### src/rtl/alg_seq_ctrl.sv
// Sequencer for multi-cycle mul/div ops: start pulse, pipeline stall, result latch/hold, abort on flush or timeout.
// Start/stall/load/abort/res_src are same-cycle combinational from state and inputs; HOLD keeps the latched result while MEM stalls.
module alg_seq_ctrl #(
   parameter int TIMEOUT = 32,
   parameter int CNT_W   = 16
) (
   input  logic             clk,
   input  logic             rst_n,
   input  logic             ex_alg_op,
   input  logic             flush,
   input  logic             mem_stall,
   input  logic             alg_done,
   input  logic             stat_clr,
   output logic             alg_start,
   output logic             alg_stall,
   output logic             load_alg_reg,
   output logic             res_src,
   output logic             alg_abort,
   output logic             timeout_err,
   output logic [CNT_W-1:0] stall_count
);

   typedef enum logic [1:0] {IDLE, BUSY, HOLD} state_t;

   localparam logic [7:0]       CYC_LAST = 8'(TIMEOUT - 1);
   localparam logic [CNT_W-1:0] CNT_ONE  = {{(CNT_W-1){1'b0}}, 1'b1};

   state_t           state_q, state_d;
   logic [7:0]       cyc_q, cyc_d;
   logic [CNT_W-1:0] cnt_q, cnt_d;
   logic             terr_q, terr_d;
   logic             start_c, stall_c, load_c, src_c, abort_c;

   always_comb begin
      state_d = state_q;
      cyc_d   = cyc_q;
      terr_d  = terr_q;
      start_c = 1'b0;
      stall_c = 1'b0;
      load_c  = 1'b0;
      src_c   = 1'b0;
      abort_c = 1'b0;
      case (state_q)
         IDLE: begin
            if (ex_alg_op && !flush) begin
               start_c = 1'b1;
               stall_c = 1'b1;
               cyc_d   = 8'd0;
               state_d = BUSY;
            end
         end
         BUSY: begin
            cyc_d = cyc_q + 8'd1;
            // Flush beats a coincident done; timeout only fires when nothing else ends the op.
            if (flush) begin
               abort_c = 1'b1;
               state_d = IDLE;
            end else if (alg_done) begin
               load_c  = 1'b1;
               state_d = mem_stall ? HOLD : IDLE;
            end else if (cyc_q == CYC_LAST) begin
               abort_c = 1'b1;
               terr_d  = 1'b1;
               state_d = IDLE;
            end else begin
               stall_c = 1'b1;
            end
         end
         HOLD: begin
            src_c = 1'b1;
            if (!mem_stall || flush) begin
               state_d = IDLE;
            end
         end
         default: state_d = IDLE;
      endcase
   end

   always_comb begin
      cnt_d = cnt_q;
      if (stat_clr) begin
         cnt_d = '0;
      end else if (stall_c && (cnt_q != '1)) begin
         cnt_d = cnt_q + CNT_ONE;
      end
   end

   always_ff @(posedge clk or negedge rst_n) begin
      if (!rst_n) begin
         state_q <= IDLE;
         cyc_q   <= 8'd0;
         cnt_q   <= '0;
         terr_q  <= 1'b0;
      end else begin
         state_q <= state_d;
         cyc_q   <= cyc_d;
         cnt_q   <= cnt_d;
         terr_q  <= terr_d;
      end
   end

   // Gate the combinational strobes so every output reads 0 while reset is held.
   assign alg_start    = rst_n & start_c;
   assign alg_stall    = rst_n & stall_c;
   assign load_alg_reg = rst_n & load_c;
   assign res_src      = rst_n & src_c;
   assign alg_abort    = rst_n & abort_c;
   assign timeout_err  = terr_q;
   assign stall_count  = cnt_q;

endmodule

### config.mk
export PLATFORM = sky130hd
export DESIGN_NAME = alg_seq_ctrl
export DESIGN_NICKNAME = d
export VERILOG_FILES = /design/src/rtl/alg_seq_ctrl.sv
export SDC_FILE = /design/constraint.sdc
export NUM_CORES = 1
export LEC_CHECK = 0
export CORE_AREA = 2 2 58 60
export DETAILED_ROUTE_END_ITERATION = 7
export DIE_AREA = 0 0 60 62
export PLACE_DENSITY = 0.72
export SYNTH_ARGS = -nofsm -noshare
export SYNTH_HDL_FRONTEND = slang
export SYNTH_SLANG_ARGS = --single-unit
export TNS_END_PERCENT = 30
### constraint.sdc
create_clock -name clk -period 2.8 [get_ports clk]
set_clock_uncertainty 0.2 [all_clocks]
set_input_delay 0.56 -clock clk [delete_from_list [all_inputs] [get_ports clk]]
set_output_delay 0.56 -clock clk [all_outputs]
set_load 0.02 [all_outputs]
==> flow_summary.ini <==
[yosys]
netlist_area_mm2 = 0.001518
yosysSeqAreaShare_pct = 44.52
yosys_warnings = 0
synth_area_per_cell_um2 = 9.198
ys.flop_type = dfrtp_1
ys_ff_latch = 27
async_flop_share_pct = 100.0
synth_nets = 174
synth.distinct_cells = 40
synth_cells = 165
synth_edf_count = 0

[pwr]
cellPowerDensity_mw_per_mm2 = 371.9
pwr-share-seq_pct = 57.5
p_sw_share_pct = 28.48
p_sw_w = 0.0002103
peakVddDrop_mv = 0.1972
p_comb_share_pct = 19.5
p_int_w = 0.0005281
power_leakage_nw = 0.8148
pwr-share-clk_pct = 23.1

[cts]
cts_num_sinks = 27
cts_made_buffers = 3
clk_latency_ns = 0.33
path_clk_slew_ns = 0.16
clock_path_buffers = 2
tritoncts = yes
clk_root_buffer_cell = clkbuf_4
htreeDepth = 1

[global_routing]
grt_pass1_vias = 1409
grt_pass1_wl_um = 6361
grt_overflow = 0
antenna_found_initial = 0
grt_max_degree = 16
grt.total_usage_pct = 22.35

[drt]
remaining_drc_errors = 0
dr.pass1.iters = 4
route.antenna.remaining_nets = 0
wl_per_cell_um = 15.09
vias = 1484
drt-initial-drc-count = 103
drt_wl_total_um = 3834
viasPerCell = 5.843

[sta]
fin_tns_setup_ns = 0
relSlewSlack_pct = 71.35
fin_ws_ns = 0.03977
fmax_mhz = 362.3
rsz0062_at_grt = yes
finalSetupViolCount = 0
post-route-min-period_ns = 2.760
fin_crit_sh_pct = 98.58
worst_slew_pin_slew_ns = 0.4269
final_hold_viol_count = 0
slew_violations = 0

[place]
dp_cells = 248
place_area_mm2 = 0.001931
dp_slack_ns = -0.2841
finalWeightedCongestion = 0.8052
dpl.hpwl_um = 2741
port_buffers = 28

[cells_and_area]
seqCellArea_um2 = 675.6
antenna_cells = 0
drive_above_1_share_pct = 15.38
layout-area-overhead-vs-synth_pct = 30.83
final_cell_mix = 27 x dfrtp_1, 23 x clkdlybuf4s50_1, 17 x o21ai_0
final_core_util_pct = 62.46
fin_cells = 254
fin_nets = 218
fillers = 279
mostFrequentLayoutCell = dfrtp_1
multiInputGateArea_um2 = 824.5
fin_area_mm2 = 0.001986

[worst_hold_path]
hp-class = input port to asynchronous set/reset pin

[critical_path]
cp-end-kind = primary output
worstPathRequired_ns = 2.04
arrival_ns = 2.00
cp_max_fo = 4
critPathLaunchType = register
critical_path_class = register to primary output

[floorplanning]
core_area_mm2 = 0.003179
die_w_um = 60
die_height_um = 62
initial_core_util_pct = 47.74
dieArea_mm2 = 0.003720
pin_count = 29
rows = 21

[run]
maxCapViolations = 0

[run_status]
outcome = complete, no violations
registers in the layout, indices dropped and copies added, names as in the netlist:
name and flops:
cyc_q 8, stall_count 16, state_q 2, timeout_err 1
layout make-up:
type	instances	share of cell area, %
multi-input combinational	129	41.52
sequential	27	34.03
timing repair buffer	43	19.22
tap	46	2.899
clock buffer	3	1.134
inverter	5	0.9452
clock inverter	1	0.2520
critical path: stages (launching register included):
cell and delay (ns):
dfrtp_1 0.43, ha_4 0.17, nand4_1 0.13, o41a_2 0.50, nor2_4 0.10, inv_1 0.05
and2_1 0.14, buf_2 0.15
cells in the mapped netlist, types with 2 or more instances:
| library cell | instances | area share (%) |
|---|---|---|
| nand2b_1 | 2 | 0.82 |
| ha_1 | 2 | 1.6 |
| and2_1 | 4 | 1.6 |
| nor3b_1 | 2 | 0.99 |
| a21oi_1 | 12 | 4.0 |
| nor4_1 | 3 | 1.2 |
| inv_1 | 5 | 1.2 |
| nand2_1 | 13 | 3.2 |
| mux2_2 | 2 | 1.5 |
| or3_1 | 4 | 1.6 |
| a31oi_1 | 4 | 1.6 |
| and3_1 | 2 | 0.82 |
| clkbuf_1 | 2 | 0.49 |
| o31ai_1 | 7 | 3.5 |
| dfrtp_1 | 27 | 45 |
| nand3_1 | 5 | 1.6 |
| nor2b_1 | 3 | 1.2 |
| nand4_1 | 8 | 3.3 |
| o21ai_0 | 17 | 5.6 |
| nor2_1 | 14 | 3.5 |
| or4_1 | 8 | 4.0 |
worst paths after layout:
path / from / end / slack, ns / cells past startpoint
worst max-delay path: cyc_q[0]$_DFFE_PN0P_ / alg_stall / 0.04 / 7
worst min-delay path: rst_n / stall_count[2]$_DFFE_PN0P_ / 0.25 / 2
worst max register to register: cyc_q[0]$_DFFE_PN0P_ / stall_count[6]$_DFFE_PN0P_ / 0.39 / 7
worst min register to register: timeout_err$_DFFE_PN0P_ / timeout_err$_DFFE_PN0P_ / 0.29 / 2
max in group asynchronous: rst_n / state_q[1]$_DFFE_PN0P_ / 1.62 / 2
min in group clk: timeout_err$_DFFE_PN0P_ / timeout_err$_DFFE_PN0P_ / 0.29 / 2
routing by layer:
| layer | vias to the layer above | wire length [um] | GRT usage (%) | share of wire [%] |
|---|---|---|---|---|
| li1 | 713 | - | - | - |
| met3 | 9 | 187 | 3.313 | 4.9 |
| met2 | 57 | 1880 | 38.51 | 49 |
| met5 | - | 0 | 0 | 0 |
| met4 | 0 | 53 | 7.937 | 1.4 |
| met1 | 705 | 1713 | 28.68 | 45 |
what timing repair did:
item,4_1_cts,5_1_grt
gates resized for setup,12,6
hold endpoints to repair,2,0
hold buffers,1,0
buffers inserted,0,1
gates cloned,0,0
pin swaps,0,1
endpoints found under the setup margin,4,4
stage by stage:
| step | power (W) | hold slack, ns |
|---|---|---|
| floorplan | 0.0004897 | 0.06441 |
| global placement | 0.0005525 | 0.2468 |
| detailed placement | 0.0005589 | 0.2645 |
| CTS | 0.0007290 | 0.2437 |
| global route | 0.0007836 | 0.2767 |
| finish | 0.0007384 | 0.2538 |
power by group through the flow:
stage	Clock [W]	Sequential, W	Combinational [W]
floorplan	0	0.000433	0.0000570
global placement	0	0.000426	0.000127
detailed placement	0	0.000427	0.000132
CTS	0.000175	0.000420	0.000133
global route	0.000197	0.000426	0.000160
finish	0.000170	0.000424	0.000144
cells by family (layout without fill, tap and decap cells):
kind of cell    count (synthesis)  in the layout  share of synthesized area (%)
simple gates                   75             75                          28.77
compound gates                 48             48                          19.62
flops                          27             27                          44.52
buf+inv                         9             52                          2.721
mux                             3              3                          2.143
fa+ha+maj                       2              2                          1.649
xor+xnor                        1              1                         0.5772
(Power assumes the default switching activity.)
==> RTL edit 1: new RTL, config.mk and constraints unchanged <==
The 3 states of `state_t` get a one-hot encoding in 3 bits.
--- a/src/rtl/alg_seq_ctrl.sv
+++ b/src/rtl/alg_seq_ctrl.sv
@@ -21,5 +21,5 @@
 );
 
-   typedef enum logic [1:0] {IDLE, BUSY, HOLD} state_t;
+   typedef enum logic [2:0] {IDLE = 3'b001, BUSY = 3'b010, HOLD = 3'b100} state_t;
 
    localparam logic [7:0]       CYC_LAST = 8'(TIMEOUT - 1);
Function: no difference found for any inputs over 10 cycles, from zero or initial values and one cycle with rst_n low; not proved beyond that.
==> RTL edit 1 against the unedited design <==
Routed wire length shrank 17%. Core utilization grew 0.39 points. Sequential cell count grew 1. Via count shrank 14%. Setup slack lost 6.2 ps. Sequential share of layout area grew 1.1 points. Die area is the same. Area after synthesis grew 1.8%. Design area grew 0.63%. Non-clock buffer count shrank 1. Synthesized cell count shrank 6.1%. Total power shrank 10%. Global-route usage shrank 3.9 points. Critical endpoint unchanged. Sequential power shrank 1%.
==> RTL edit 1: results (changes against the unedited design) <==
[routing]
viasPerCell=5.256  ; -10%
drt_iter0_markers=42  ; -59%
wl_per_cell_um=13.19  ; -13%
via_count=1272  ; -14%
drt_first_pass_iters=4  ; unchanged

[hold_path]
hold_path_class=reg2reg

[outcome]
status=completed

[synthesis]
async_flop_share_pct=100.0  ; unchanged
synth_area_per_cell_um2=9.969  ; +8.4%
synthTopCellsByCount=nor2_1, dfrtp_1, xnor2_1
yosys_warnings=0  ; unchanged
syn_nets=164  ; -5.7%
synth.distinct_cells=44  ; +10%
ys_seq_area_share_pct=45.43  ; +0.91 points
synth_area_leaders=dfrtp_1, nor2_1, xnor2_1, xor2_1, nand4_1

[place]
dp_slack_ps=-190.0  ; +94.13 ps
port-buffer-count=28  ; unchanged
hpwl_mm=2.444  ; -11%
place.gp.congestion=0.8514  ; +5.7%
dp.cells=238  ; -4.0%

[pwr]
leakage_nw=0.9540  ; +17%
ir_drop_mv=0.1995  ; +1.2%

[clocking]
clockRootBuffer=clkbuf_4
htree_levels=1  ; unchanged
cts_hold_buf=0  ; -1
cts_made_buffers=3  ; unchanged
postCtsSetupRepairBufs=0  ; unchanged
clkTransAtPathRegs_ps=130  ; -30 ps
clock_latency_ps=310  ; -20 ps
clockBufferDepth=2  ; unchanged
post_cts_resized=3  ; -9

[global_routing]
grt_use_total_pct=18.47  ; -3.9 points
grt_pass1_vias=1182  ; -16%
antenna_found_initial=0  ; unchanged
grt_max_degree=16  ; unchanged
grt_first_pass_wirelength_mm=5.161  ; -19%

[setup_path]
crit_arrival_ps=2010
slowest_stage=clkdlybuf4s50_1
cp_top_family=buffers and inverters
worst-path-max-fanout=4  ; unchanged
max_stage_delay_ps=530  ; +30 ps

[cells_and_area]
fillCellCount=263  ; -5.7%
drive_above_1_share_pct=15.31  ; -0.078 points
n_antenna_cell=0  ; unchanged
largest_reg_flops=16  ; unchanged
fin_util_pct=62.85  ; +0.39 points
fin_nets=206  ; -5.5%

[timing]
max_slew_margin_pct=69.96  ; -1.4 points
hold_viol_final=0  ; unchanged

## RTL edit 1: cells by family after synthesis
| family | count (synthesis) | synth area share (%) |
|---|---|---|
| flops | 28 | 45.43 |
| simple gates | 88 | 33.77 |
| compound gates | 9 | 4.696 |
| buf+inv | 7 | 2.266 |
| mux | 2 | 1.457 |
| xor+xnor | 19 | 10.77 |
| fa+ha+maj | 2 | 1.619 |
## RTL edit 1: layout make-up
cell class | count | area share, %
flip-flops and latches | 28 | 35.13
multi-input cells | 120 | 40.45
well taps | 46 | 2.880
inverters | 2 | 0.3757
repair buffers | 42 | 19.85
clock buffers | 4 | 1.315
## RTL edit 1: worst reg2reg max path: stages, from the launching register on
cell	delay [ps]
dfrtp_1	420
and4bb_1	300
nand4b_2	210
a31oi_4	230
buf_4	210
nor2_2	80
nand4_1	130
mux2_1	320
## RTL edit 1: worst paths after layout
check | start | slack (ps) | cells past startpoint | endpoint
setup / recovery | flush | 30 | 6 | alg_stall
hold / removal | timeout_err$_DFFE_PN0P_ | 300 | 1 | timeout_err$_DFFE_PN0P_
setup reg to reg | cyc_q[7]$_DFFE_PN0P_ | 600 | 7 | stall_count[13]$_DFFE_PN0P_
hold reg to reg | timeout_err$_DFFE_PN0P_ | 300 | 1 | timeout_err$_DFFE_PN0P_
max in group asynchronous | rst_n | 1710 | 3 | stall_count[8]$_DFFE_PN0P_
min in group asynchronous | rst_n | 460 | 3 | stall_count[10]$_DFFE_PN0P_
## RTL edit 1: where the power goes
group | switching (mW) | total, mW | internal [mW]
clock | 0.105 | 0.160 | 0.0556
sequential | 0.00665 | 0.419 | 0.412
combinational | 0.0432 | 0.0837 | 0.0405
## RTL edit 1: routing by layer
metal	share of wire, %	track usage [%]
met4	1.3	7.619
met5	0	0
met3	3.3	2.070
met1	43	23.23
met2	52	32.45
==> RTL edit 2: new RTL, same settings <==
Made on the original files. Change the parameter `CNT_W` from 16 to 14.
--- a/src/rtl/alg_seq_ctrl.sv
+++ b/src/rtl/alg_seq_ctrl.sv
@@ -3,5 +3,5 @@
 module alg_seq_ctrl #(
    parameter int TIMEOUT = 32,
-   parameter int CNT_W   = 16
+   parameter int CNT_W   = 14
 ) (
    input  logic             clk,
Interface: changed (resized stall_count); port bits go from 29 to 27. The function was not compared with the original's and may differ.
==> RTL edit 2 against the unedited design <==
Clock power shrank 4%. Sequential cell count shrank 2. Core utilization shrank 5.2 points. Non-clock buffer count grew 1. Synthesized cell count shrank 9.1%. Cell count shrank 5.9%. Sequential share of layout area grew 0.34 points. Critical path depth shrank 2. Routed wire length shrank 15%. Largest cell class unchanged. Design area shrank 8.3%. Setup slack gained 54 ps. Area after synthesis shrank 10%. Total power shrank 4.6%. Critical path type is now in2out.
==> RTL edit 2: results (changes against the unedited design) <==
[place]
dp.cells=234  ; -5.6%
place.gp.congestion=0.8180  ; +1.6%
hpwl_mm=2.427  ; -11%
place_area_um2=1779  ; -7.8%
port-buffer-count=26  ; -7.1%
dp_slack_ps=-240.7  ; +43.37 ps

[synthesis]
synth.distinct_cells=38  ; -5.0%
synthTopCellsByCount=dfrtp_1, o21ai_0, nand2_1, nor2_1, a21oi_1
syn_nets=159  ; -8.6%
ys_seq_area_share_pct=45.96  ; +1.4 points
netlist_instances=150  ; -9.1%

[pwr]
leakage_nw=0.7599  ; -6.7%
ir_drop_mv=0.1828  ; -7.3%

[routing]
wirelength_mm=3.255  ; -15%
drt_iter0_markers=54  ; -48%
wl_per_cell_um=13.62  ; -9.8%
viasPerCell=5.494  ; -6.0%

[clocking]
clkTransAtPathRegs_ps=130  ; -30 ps

[cells_and_area]
drive_above_1_share_pct=15.54  ; +0.16 points
area_delta_synth_final_pct=33.73
fillCellCount=294  ; +5.4%
largest_reg_flops=14  ; -2
fin_nets=203  ; -6.9%

[setup_path]
timing.rr.end=stall_count[5]$_DFFE_PN0P_
cp-endpoint=alg_start
crit_arrival_ps=1950  ; -50 ps
slowest_stage=clkdlybuf4s50_1
max_stage_delay_ps=460  ; -40 ps
rrSetupSlack_ps=460  ; +70 ps
crit_path_start=flush
worst-path-max-fanout=3  ; -1
rr_worst_depth=6  ; -1
rr_startpoint=state_q[1]$_DFFE_PN0P_

[hold_path]
worstHoldPathCells=2
hold_path_class=reg2reg

[global_routing]
grt_max_degree=26  ; +10
grt_use_total_pct=19.82  ; -2.5 points

[outcome]
status=completed

[timing]
final.setup.worst_slack_ps=93.51  ; +53.74 ps
worstMarginPinSlew_ps=625.8  ; +198.9 ps
whs_ps=280.9  ; +27.15 ps

## RTL edit 2: cell types whose count changed in the layout (fill, tap and decap cells not counted), moves of 2 or more
cell     delta
buf_4       +4
o31ai_1     -4
and2_1      -3
o21ai_0     +3
or4_1       -3
dfrtp_1     -2
mux2_2      -2
nor4_1      -2
or3_1       +2
## RTL edit 2: area by class of cell
type | count | area share (%)
multi-input cells | 115 | 38.76
clock buffers | 3 | 1.237
inverters | 5 | 1.031
well taps | 46 | 3.162
clock inverters | 1 | 0.4124
repair buffers | 44 | 21.03
flip-flops and latches | 25 | 34.36
## RTL edit 2: critical path, delay by kind of cell
kind                   cells  cell delay (ps)
buffers and inverters      2              790
and+or+nand+nor            3              590
## RTL edit 2: report_power, final
group	internal, mW	switching (mW)	total (mW)
logic	0.0748	0.0712	0.146
clock network	0.0545	0.109	0.164
registers	0.376	0.0186	0.394
total	0.505	0.199	0.704
## RTL edit 2: kinds of logic (layout without fill, tap and decap cells)
kind of cell    count (synthesis)  in the layout  synth area share [%]
compound gates                 47             47                 20.96
xor+xnor                        1              1                0.6435
fa+ha+maj                       2              2                 1.838
buf+inv                        10             53                 3.400
flops                          25             25                 45.96
mux                             1              1                0.7353
simple gates                   64             64                 26.47
## RTL edit 2: timing repair
action                                  in CTS  in global routing
endpoints found under the setup margin       4                  2
pin swaps                                    0                  1
setup buffers                                0                  1
resized for setup                            7                  5
## RTL edit 2: layer usage
metal	vias to the layer above	global-route usage (%)	share of wire (%)
met4	0	5.397	0.49
met5	-	0	0
met2	23	35.40	51
met3	2	3.106	2.7
met1	639	25.00	46
li1	649	-	-
